<file path="config.mk">
export PLATFORM = sky130hd
export DESIGN_NAME = mem_arbiter
export DESIGN_NICKNAME = d
export VERILOG_FILES = /design/src/rtl/mem_arbiter.sv
export SDC_FILE = /design/constraint.sdc
export NUM_CORES = 1
export LEC_CHECK = 0
export ABC_AREA = 1
export CORE_MARGIN = 4
export CORE_UTILIZATION = 41
export DETAILED_ROUTE_END_ITERATION = 6
export GPL_TIMING_DRIVEN = 0
export PLACE_DENSITY = 0.83
export RECOVER_POWER = 25
export SYNTH_ARGS = -nofsm -noshare
export SYNTH_HDL_FRONTEND = slang
export SYNTH_SLANG_ARGS = --single-unit
</file>
<file path="constraint.sdc">
create_clock -name clk -period 1.8 [get_ports clk]
set_clock_uncertainty 0.1 [all_clocks]
set_input_delay 0.54 -clock clk [delete_from_list [all_inputs] [get_ports clk]]
set_output_delay 0.54 -clock clk [all_outputs]
set_load 0.005 [all_outputs]
</file>
<file path="src/rtl/mem_arbiter.sv">
// -----------------------------------------------------------------------------
// mem_arbiter
//   Round-robin arbiter and access sequencer between two requesters and a
//   synchronous single-port memory. Exactly one command is in flight at a
//   time: each accepted command produces exactly one memory strobe. A read
//   returns its data as a one-cycle pulse to the requester that issued it.
//
// Ports
//   clk, rst_n                    clock, asynchronous active-low reset
//   req_valid_x / req_ready_x     command handshake for requester x (0/1)
//   req_write_x                   1 = write, 0 = read
//   req_addr_x / req_wdata_x      command address / write data
//   rsp_valid_x / rsp_rdata_x     read-data pulse and held read data
//   mem_read / mem_write          memory strobes (one cycle, never together)
//   mem_addr / mem_data_in        memory address / write data (held)
//   mem_data_out                  memory read data, valid RD_LAT cycles
//                                 after the read strobe edge
// -----------------------------------------------------------------------------
module mem_arbiter #(
    parameter int ADDR_W = 5,
    parameter int DATA_W = 8,
    parameter int RD_LAT = 1
) (
    input  logic              clk,
    input  logic              rst_n,
    input  logic              req_valid_0,
    output logic              req_ready_0,
    input  logic              req_write_0,
    input  logic [ADDR_W-1:0] req_addr_0,
    input  logic [DATA_W-1:0] req_wdata_0,
    output logic              rsp_valid_0,
    output logic [DATA_W-1:0] rsp_rdata_0,
    input  logic              req_valid_1,
    output logic              req_ready_1,
    input  logic              req_write_1,
    input  logic [ADDR_W-1:0] req_addr_1,
    input  logic [DATA_W-1:0] req_wdata_1,
    output logic              rsp_valid_1,
    output logic [DATA_W-1:0] rsp_rdata_1,
    output logic              mem_read,
    output logic              mem_write,
    output logic [ADDR_W-1:0] mem_addr,
    output logic [DATA_W-1:0] mem_data_in,
    input  logic [DATA_W-1:0] mem_data_out
);

    // The wait counter only has to hold RD_LAT-1 down to 0.
    localparam int CNT_W = (RD_LAT > 1) ? $clog2(RD_LAT) : 1;

    typedef enum logic [1:0] {
        S_IDLE  = 2'd0,
        S_ISSUE = 2'd1,
        S_WAIT  = 2'd2
    } state_t;

    state_t             state_reg;
    logic               rr_ptr_reg;     // requester favoured when both are valid
    logic               op_write_reg;   // latched command type
    logic               op_id_reg;      // latched issuer
    logic [CNT_W-1:0]   wait_cnt_reg;

    logic               grant_valid;
    logic               grant_id;
    logic               sel_write;
    logic [ADDR_W-1:0]  sel_addr;
    logic [DATA_W-1:0]  sel_wdata;

    // Work-conserving grant: a lone valid requester wins regardless of the
    // pointer. rst_n gates the grant so ready is 0 while reset is held.
    always_comb begin
        grant_valid = 1'b0;
        grant_id    = 1'b0;
        if (rst_n && (state_reg == S_IDLE)) begin
            if (req_valid_0 && req_valid_1) begin
                grant_valid = 1'b1;
                grant_id    = rr_ptr_reg;
            end else if (req_valid_0) begin
                grant_valid = 1'b1;
                grant_id    = 1'b0;
            end else if (req_valid_1) begin
                grant_valid = 1'b1;
                grant_id    = 1'b1;
            end
        end
    end

    assign req_ready_0 = grant_valid && !grant_id;
    assign req_ready_1 = grant_valid &&  grant_id;

    assign sel_write = grant_id ? req_write_1 : req_write_0;
    assign sel_addr  = grant_id ? req_addr_1  : req_addr_0;
    assign sel_wdata = grant_id ? req_wdata_1 : req_wdata_0;

    always_ff @(posedge clk or negedge rst_n) begin
        if (!rst_n) begin
            state_reg    <= S_IDLE;
            rr_ptr_reg   <= 1'b0;
            op_write_reg <= 1'b0;
            op_id_reg    <= 1'b0;
            wait_cnt_reg <= '0;
            mem_read     <= 1'b0;
            mem_write    <= 1'b0;
            mem_addr     <= '0;
            mem_data_in  <= '0;
            rsp_valid_0  <= 1'b0;
            rsp_valid_1  <= 1'b0;
            rsp_rdata_0  <= '0;
            rsp_rdata_1  <= '0;
        end else begin
            // Response pulses last exactly one cycle.
            rsp_valid_0 <= 1'b0;
            rsp_valid_1 <= 1'b0;
            case (state_reg)
                S_IDLE: begin
                    if (grant_valid) begin
                        // Strobe is registered here so it is high for the
                        // whole ISSUE cycle.
                        op_write_reg <= sel_write;
                        op_id_reg    <= grant_id;
                        mem_addr     <= sel_addr;
                        mem_data_in  <= sel_wdata;
                        mem_write    <= sel_write;
                        mem_read     <= !sel_write;
                        rr_ptr_reg   <= !grant_id;
                        state_reg    <= S_ISSUE;
                    end
                end
                S_ISSUE: begin
                    mem_write <= 1'b0;
                    mem_read  <= 1'b0;
                    if (op_write_reg) begin
                        state_reg <= S_IDLE;
                    end else begin
                        wait_cnt_reg <= CNT_W'(RD_LAT - 1);
                        state_reg    <= S_WAIT;
                    end
                end
                S_WAIT: begin
                    if (wait_cnt_reg == '0) begin
                        if (op_id_reg) begin
                            rsp_valid_1 <= 1'b1;
                            rsp_rdata_1 <= mem_data_out;
                        end else begin
                            rsp_valid_0 <= 1'b1;
                            rsp_rdata_0 <= mem_data_out;
                        end
                        state_reg <= S_IDLE;
                    end else begin
                        wait_cnt_reg <= wait_cnt_reg - CNT_W'(1);
                    end
                end
                default: state_reg <= S_IDLE;
            endcase
        end
    end

endmodule

</file>
==> run_results.csv <==
group,metric,value,unit
cells_and_area,drive_gt1_share,19.18,%
floorplan,coreArea,3744,sq um
critical_path,cp_slowest_cell,"dfrtp_1",
place,dpl_worst_slack,-1343,ps
grt,grt_pass1_vias,1622,
sta,final.period_utilization,109.3,%
power_and_ir_drop,cellPowerDensity,1202,nW/um^2
synth,avgSynthCellArea,8.745,sq um
place,place.gp.congestion,0.7520,
synth,syn_inst,187,
clock_network,clkSinkCount,38,
cells_and_area,final_cell_mix,"53 x nand2_1, 38 x dfrtp_1, 37 x clkdlybuf4s50_1",
clock_network,cts_tree,"yes",
routing,postRouteAntennaNets,0,
routing,viasPerCell,4.944,
clock_network,clk_latency,300,ps
synth,synth_seq_cells,38,
critical_path,worstSetupPathType,"reg2out",
critical_path,reg2reg_depth,11,
routing,route.vias.total,1681,
sta,rsz0062_at_grt,"true",
cells_and_area,synthToLayoutAreaGrowth,71.92,%
routing,wirelength,5001,um
critical_path,crit_fanout,4,
sta,worst_slew_pin_slew,1053,ps
critical_path,critical-path-top-delay-family,"flip-flops",
cells_and_area,fin_nets,331,
sta,hold_viol_final,0,
critical_path,crit_path_start_kind,"flip-flop",
floorplan,io_pins,75,
power_and_ir_drop,p_leak,1.596,nW
sta,setup_tns,-237.5,ps
place,io_buffers,74,
floorplan,fp.dieH,71.16,um
grt,gr-usage-all-layers,19.61,%
critical_path,crit_buf_inv,4,
critical_path,cp_num_cells,8,
floorplan,fp-row-count,22,
cells_and_area,layout_commonest_cell,"nand2_1",
sta,finalSetupViolCount,2,
synth,seq_area_frac_synth,58.15,%
outcome,status,"complete, but fails checks",
clock_network,htree_levels,2,
sta,drv_slew,0,
routing,drtIter0Drc,115,
critical_path,critPathMaxStageDelay,410,ps
critical_path,cp.arrival,1330,ps
outcome,violations,"setup timing",
synth,syn_nets,227,
critical_path,cp-end-kind,"primary output",
clock_network,clock-root-buffer,"clkbuf_8",
synth,synth_warnings,0,
routing,drc_errors,0,
clock_network,clockBufferDepth,2,
sta,slew_headroom,29.80,%
grt,antenna_found_initial,0,
synth,yosys.cell_types.count,15,
clock_network,path_clk_slew,80,ps
grt,grt-ovfl-total,0,
floorplan,fp.dieArea,5063,sq um
place,post-dp-hpwl,3145,um
grt,grt_pass1_wl,7714,um
sta,worst_slack,-167.0,ps
grt,grt_max_degree,21,
cells_and_area,n_antenna_cell,0,
routing,detail_route.wl_per_cell,14.71,um
floorplan,start_util,43.68,%
sta,finalCriticalPeriod,1967,ps
power_and_ir_drop,vdd_drop_max,0.001023,V
routing,drt_first_pass_iters,4,
cells_and_area,fill_cells,266,
sta,max_freq,0.5084,GHz
synth,synthesis.area,1635,sq um
hold_path,hold_path_class,"in2async",
critical_path,crit_required,1160,ps
critical_path,path_cells,"inv_2 > nand2_2 > nor2_4 > nand2_4 > inv_4 > nand2_4 > inv_2 > buf_2",
clock_network,cts_made_buffers,5,
cells_and_area,reg_top3,"mem_data_in: 8 flops, rsp_rdata_0: 8 flops, rsp_rdata_1: 8 flops",
floorplan,chipWidth,71.16,um
run,maxCapViolCount,0,
-- final cells by class --
type	instances	area [sq um]	area share, %
Clock inverter	3	45.04	1.602
Tap cell	48	60.06	2.136
Timing Repair Buffer	98	953.4	33.91
Sequential cell	38	950.9	33.82
Buffer	6	51.30	1.825
Inverter	27	103.9	3.694
Multi-Input combinational cell	115	578.1	20.56
Clock buffer	5	68.82	2.448
-- power breakdown --
group | total (mW) | switching, mW | internal (mW)
clock | 0.733 | 0.321 | 0.412
combinational | 1.30 | 0.555 | 0.741
sequential | 1.35 | 0.171 | 1.18
total | 3.38 | 1.05 | 2.33
-- what timing repair did --
action                                  4_1_cts  5_1_grt
cloned                                        1        0
hold endpoints to repair                     18        0
buffers inserted                             15       10
endpoints found under the setup margin       37       22
gates resized for setup                      44       23
pin swaps                                     6        7
hold buffers                                  1        0
-- worst paths after layout --
| kind | from | endpoint | slack [ps] |
|---|---|---|---|
| hold reg to reg | op_write_reg | state_reg[1] | 330 |
| max in group asynchronous | rst_n | mem_data_in[3] | 320 |
| hold / removal | rst_n | rsp_rdata_1[0] | 310 |
| setup reg to reg | state_reg[1] | mem_data_in[3] | 120 |
| setup / recovery | state_reg[1] | req_ready_0 | -170 |
| min in group clk | op_write_reg | state_reg[1] | 330 |
-- metal layers --
metal | GRT usage, % | vias up | wire length (um)
met5 | 0 | - | 0
met4 | 8.559 | 0 | 97
met3 | 3.835 | 12 | 230
met2 | 31.63 | 53 | 2608
met1 | 25.54 | 809 | 2065
li1 | - | 807 | -
-- synth_stat cells --
library cell / n / area, sq um
o21ai_0: 18 / 90.09
nor2_1: 3 / 11.26
nand3_1: 23 / 115.1
nand2_4: 1 / 11.26
a21oi_1: 1 / 5.000
buf_4: 1 / 7.510
buf_6: 3 / 33.78
nand2_1: 57 / 214.0
inv_2: 2 / 7.510
buf_2: 3 / 15.01
dfrtp_1: 38 / 950.9
nand2_2: 1 / 6.260
inv_1: 25 / 93.84
nor2_4: 1 / 11.26
nand4_1: 10 / 62.56
-- cell families (layout without fill, tap and decap cells) --
group | after synthesis | in the layout | share of synthesized area, %
AO/OA/AOI/OAI | 19 | 19 | 5.815
buffers and inverters | 34 | 139 | 9.640
AND/OR/NAND/NOR | 96 | 96 | 26.40
flip-flops | 38 | 38 | 58.15
-- through the flow --
| step | std cells | total power, mW | cell area [sq um] | hold WS, ps | utilization [%] |
|---|---|---|---|---|---|
| final | 340 | 3.380 | 2811 | 306.4 | 75.10 |
| after global routing | 340 | 3.589 | 2811 | 356.4 | 75.10 |
| after CTS | 332 | 3.329 | 2715 | 76.63 | 72.53 |
| after detailed placement | 309 | 2.621 | 2431 | 320.5 | 64.94 |
| after global placement | 309 | 2.583 | 2436 | 313.1 | 65.07 |
| after floorplan | 187 | 1.779 | 1635 | 144.4 | - |
Note: power is estimated with default switching activity, not from simulation.
